--- src/rtl/bcd_counter6.sv ---
// Six-digit BCD up/down counter stepped by a prescaler every TICK_DIV enabled
// cycles, with synchronous clear/load and one-cycle tick/wrap pulses.
module bcd_counter6 #(
  parameter int TICK_DIV = 50000000
) (
  input  logic        clk,
  input  logic        reset,
  input  logic        en,
  input  logic        up,
  input  logic        clear,
  input  logic        load,
  input  logic [23:0] load_val,
  output logic [23:0] digits,
  output logic        tick,
  output logic        wrap
);

  localparam int PW = $clog2(TICK_DIV);
  localparam logic [PW-1:0] PRESC_MAX = PW'(TICK_DIV - 1);

  logic [PW-1:0] r_presc;
  logic [23:0]   r_digits;
  logic          r_tick;
  logic          r_wrap;

  logic [6:0]    w_carry;
  logic [6:0]    w_borrow;
  logic [23:0]   w_inc;
  logic [23:0]   w_dec;
  logic [23:0]   w_sat;
  logic          w_presc_end;

  assign w_carry[0]  = 1'b1;
  assign w_borrow[0] = 1'b1;
  assign w_presc_end = (r_presc == PRESC_MAX);

  // Per-digit ripple: carry/borrow propagates only through digits at 9/0,
  // so the final carry/borrow out doubles as the wrap indication.
  genvar gi;
  generate
    for (gi = 0; gi < 6; gi++) begin : g_digit
      logic [3:0] w_d;
      logic [3:0] w_lv;
      assign w_d  = r_digits[4*gi +: 4];
      assign w_lv = load_val[4*gi +: 4];

      assign w_inc[4*gi +: 4] = !w_carry[gi]  ? w_d :
                                (w_d == 4'd9) ? 4'd0 : w_d + 4'd1;
      assign w_carry[gi+1]    = w_carry[gi] && (w_d == 4'd9);

      assign w_dec[4*gi +: 4] = !w_borrow[gi] ? w_d :
                                (w_d == 4'd0) ? 4'd9 : w_d - 4'd1;
      assign w_borrow[gi+1]   = w_borrow[gi] && (w_d == 4'd0);

      assign w_sat[4*gi +: 4] = (w_lv > 4'd9) ? 4'd9 : w_lv;
    end
  endgenerate

  always_ff @(posedge clk or negedge reset) begin
    if (!reset) begin
      r_presc  <= '0;
      r_digits <= '0;
      r_tick   <= 1'b0;
      r_wrap   <= 1'b0;
    end else begin
      r_tick <= 1'b0;
      r_wrap <= 1'b0;
      if (clear) begin
        r_presc  <= '0;
        r_digits <= '0;
      end else if (load) begin
        r_presc  <= '0;
        r_digits <= w_sat;
      end else if (en) begin
        if (w_presc_end) begin
          r_presc  <= '0;
          r_digits <= up ? w_inc : w_dec;
          r_tick   <= 1'b1;
          r_wrap   <= up ? w_carry[6] : w_borrow[6];
        end else begin
          r_presc <= r_presc + PW'(1);
        end
      end
    end
  end

  assign digits = r_digits;
  assign tick   = r_tick;
  assign wrap   = r_wrap;

endmodule

--- config.mk ---
export PLATFORM = sky130hd
export DESIGN_NAME = bcd_counter6
export DESIGN_NICKNAME = d
export VERILOG_FILES = /design/src/rtl/bcd_counter6.sv
export SDC_FILE = /design/constraint.sdc
export NUM_CORES = 1
export LEC_CHECK = 0
export ABC_AREA = 1
export BUFFER_PORTS_ARGS = -buffer_cell sky130_fd_sc_hd__buf_2
export CORE_MARGIN = 2
export CORE_UTILIZATION = 64
export CTS_CLUSTER_DIAMETER = 150
export DETAILED_ROUTE_END_ITERATION = 12
export PLACE_DENSITY = 0.87
export SYNTH_ARGS = -nofsm -noshare
export SYNTH_HDL_FRONTEND = slang
export SYNTH_SLANG_ARGS = --single-unit
--- constraint.sdc ---
create_clock -name clk -period 3.4 [get_ports clk]
set_input_delay 0.68 -clock clk [delete_from_list [all_inputs] [get_ports clk]]
set_output_delay 0.68 -clock clk [all_outputs]
set_load 0.05 [all_outputs]
==> flow_summary.toml <==
[power_and_ir_drop]
p_per_area_nw_per_um2 = 381
comb_power_share = 0.363
switching_share = 0.437
leakagePower_nw = 2.25
ir_worst_vdd_uv = 313
seq_power_share = 0.419
p_clk_frac = 0.218
p_int_mw = 0.997
p_switching_mw = 0.775

[clock_network]
root_buffer = "clkbuf_8"
cts_max_level = 2
cts_resized = 0
path_clk_slew_ns = 0.11
tritoncts = "done"
cts_buffers = 5
holdBufCountCts = 0
clock-sinks = 52
post_cts_buffers = 0
clk_latency_ns = 0.33
cts_max_path_buffers = 2

[critical_path]
worstPathCellList = "ha_1, nand2_2, nor2_4, nand2_2, nor2_4, nand2_4, o21ai_4, nand2_1, nand2_1, nand2_1"
critPathBufInv = 0
critPathMaxStageDelay_ns = 0.53
path_depth = 10
crit_top_cell = "nand2_1"
rrSetupSlack_ns = 1.14
critPathCaptureType = "flop"
path_max_fanout = 21
path_class = "reg2reg"
cpMaxStageDelayCell = "o21ai_4"
crit_start = "r_presc[0]"
r2r-end = "digits[15]"
crit_family = "simple AND/OR/NAND/NOR gates"
arrival_ns = 2.48
r2r_cells = 10
reg2reg_from = "r_presc[0]"
crit_end = "digits[15]"
critical_path.startpoint_type = "flop"
critical_path_required_ns = 3.62

[floorplan]
die_y_um = 85.6
io_pins = 56
coreArea_um2 = 6390
die_x_um = 85.6
initial_core_util = 0.667
die_area_um2 = 7320
num_rows = 29

[flow_run]
maxCapViolations = 0

[min_path]
hold_path_class = "in2async"

[synth]
synth-edff-count = 0
yosysTopAreaCellShare = 0.306
ys.warnings.count = 0
synthTopCellsByCount = "174 x nand2_1, 83 x nor2_1, 70 x nand3_1"
syn_avg_cell_area_um2 = 6.59
syn-num-nets = 695
ys_seq_area_frac = 0.306
synth_top_flop_cell = "dfrtp_1"
synth.cell_area_um2 = 4260
async_reset_ff_frac = 1.00
ys_ff_latch = 52
synth_area_leaders = "dfrtp_1 31%, nand2_1 15%, nand3_1 8.2%"
ys_types = 35
syn_inst = 646
yosysTopAreaCell = "dfrtp_1"
yosysMostFrequentCell = "nand2_1"

[placed_design]
dp_hpwl_um = 8560
gp_congestion = 0.968
placed_cells = 765
portBuffers = 55
placed_cell_area_um2 = 4560

[grt]
overflow = 0
grt_usage = 0.324
grt_pass1_vias = 4316
antenna_found_initial = 0
grt_max_degree = 34
grt_pass1_wl_um = 19200

[sta]
whs_ns = 0.311
slew_viol_final = 0
finalHoldViolations = 0
final.min_clock_period_ns = 2.26
fin_skew_ns = 0.0138
setup_tns_ns = 0
rsz0062_at_grt = "false"
fmax_mhz = 443
period_share = 0.664
setup_violations = 0
slew_headroom = 0.564
worst_pin_slew_ns = 0.651

[detailed_routing]
ant_nets = 0
viasPerCell = 5.96
drc = 0
drt-initial-drc-count = 326
drt_wl_total_um = 11300
num_vias = 4605
wl_per_cell_um = 14.7
dr.pass1.iters = 5

[cells_and_area]
fin_nets = 744
fin_area_um2 = 4650
finalNonFillerCells = 773
drive_gt1_frac = 0.138
syn_to_final_growth_pct = 9.17
diodes = 0

[status]
outcome = "finished clean"
## power by group through the flow
stage	Sequential (mW)	Clock (mW)	Combinational [mW]
after detailed placement	0.753	0	0.635
after CTS	0.741	0.379	0.637
after global routing	0.755	0.400	0.712
after global placement	0.749	0	0.615
after floorplan	0.877	0	0.342
final	0.743	0.386	0.643
## through the flow
step | power [mW] | util | setup WS [ns]
2_1_floorplan | 1.22 | - | 1.51
3_3_place_gp | 1.36 | 0.714 | 1.14
3_5_place_dp | 1.39 | 0.714 | 1.06
4_1_cts | 1.76 | 0.728 | 1.16
5_1_grt | 1.87 | 0.728 | 0.928
6_report | 1.77 | 0.728 | 1.14
## layer usage
metal	track usage	wire [um]	part of all wire	vias to the layer above
li1	-	-	-	2232
met1	0.418	4920	0.43	2134
met2	0.548	5370	0.47	205
met3	0.0529	763	0.067	34
met4	0.123	279	0.025	0
met5	0	0	0	-
## area by class of cell
class	count	area, um^2
inverters	69	259
fillers	544	1740
clock inverters	3	21.3
multi-input cells	509	2600
clock buffers	5	68.8
well taps	77	96.3
flip-flops and latches	52	1300
repair buffers	58	298
## state kept, by name, indices dropped and copies added (netlist names)
register	count
r_presc	26
digits	24
tick	1
wrap	1
## worst min path at each step
| stage | startpoint | end | slack, ns | cells after the start |
|---|---|---|---|---|
| finish | reset | r_presc[12] | 0.31 | 1 |
| detailed placement | r_presc[24] | r_presc[24] | 0.53 | 3 |
| CTS | reset | r_presc[12] | 0.33 | 1 |
| global placement | r_presc[24] | r_presc[24] | 0.52 | 3 |
| floorplan | reset | digits[0] | 0.38 | 0 |
| global route | reset | r_presc[12] | 0.34 | 1 |
## worst register-to-register path: cells and delay by family, from the launching register on
kind,cells,cell delay [ns]
simple gates,8,0.91
compound gates,1,0.53
flops,1,0.45
fa+ha+maj,1,0.26
## cell families (layout without fill, tap and decap cells)
family | count (synthesis) | in the layout | share of synthesized area
flops | 52 | 52 | 0.306
xor+xnor | 6 | 6 | 0.0123
simple gates | 389 | 389 | 0.414
compound gates | 95 | 95 | 0.129
fa+ha+maj | 19 | 19 | 0.0558
buf+inv | 85 | 135 | 0.0829
## placed cells by master (no fill, tap or decap), types with 2 or more instances in the layout
| cell | Yosys | layout |
|---|---|---|
| o211ai_1 | 17 | 17 |
| nand2_1 | 174 | 174 |
| o22ai_1 | 2 | 2 |
| inv_1 | 64 | 64 |
| dfrtp_1 | 52 | 52 |
| nand3_1 | 70 | 70 |
| nor2_2 | 4 | 4 |
| nand3b_1 | 2 | 2 |
| nor2_1 | 83 | 83 |
| nor4_1 | 2 | 2 |
| o31ai_1 | 2 | 2 |
| nand2_4 | 5 | 5 |
| a31oi_1 | 2 | 2 |
| nand2_2 | 6 | 6 |
| o21a_1 | 2 | 2 |
| nor2_4 | 7 | 7 |
| o21ai_0 | 44 | 44 |
| o21ai_1 | 4 | 4 |
| clkbuf_8 | 0 | 5 |
| nand3_2 | 2 | 2 |
| nor3_1 | 10 | 10 |
| xor2_1 | 5 | 5 |
| a21oi_1 | 19 | 19 |
| inv_2 | 5 | 5 |
| nand4_1 | 22 | 22 |
| buf_4 | 1 | 3 |
| buf_2 | 6 | 55 |
| ha_1 | 19 | 19 |
No activity file was read; power rests on OpenSTA's default activity.
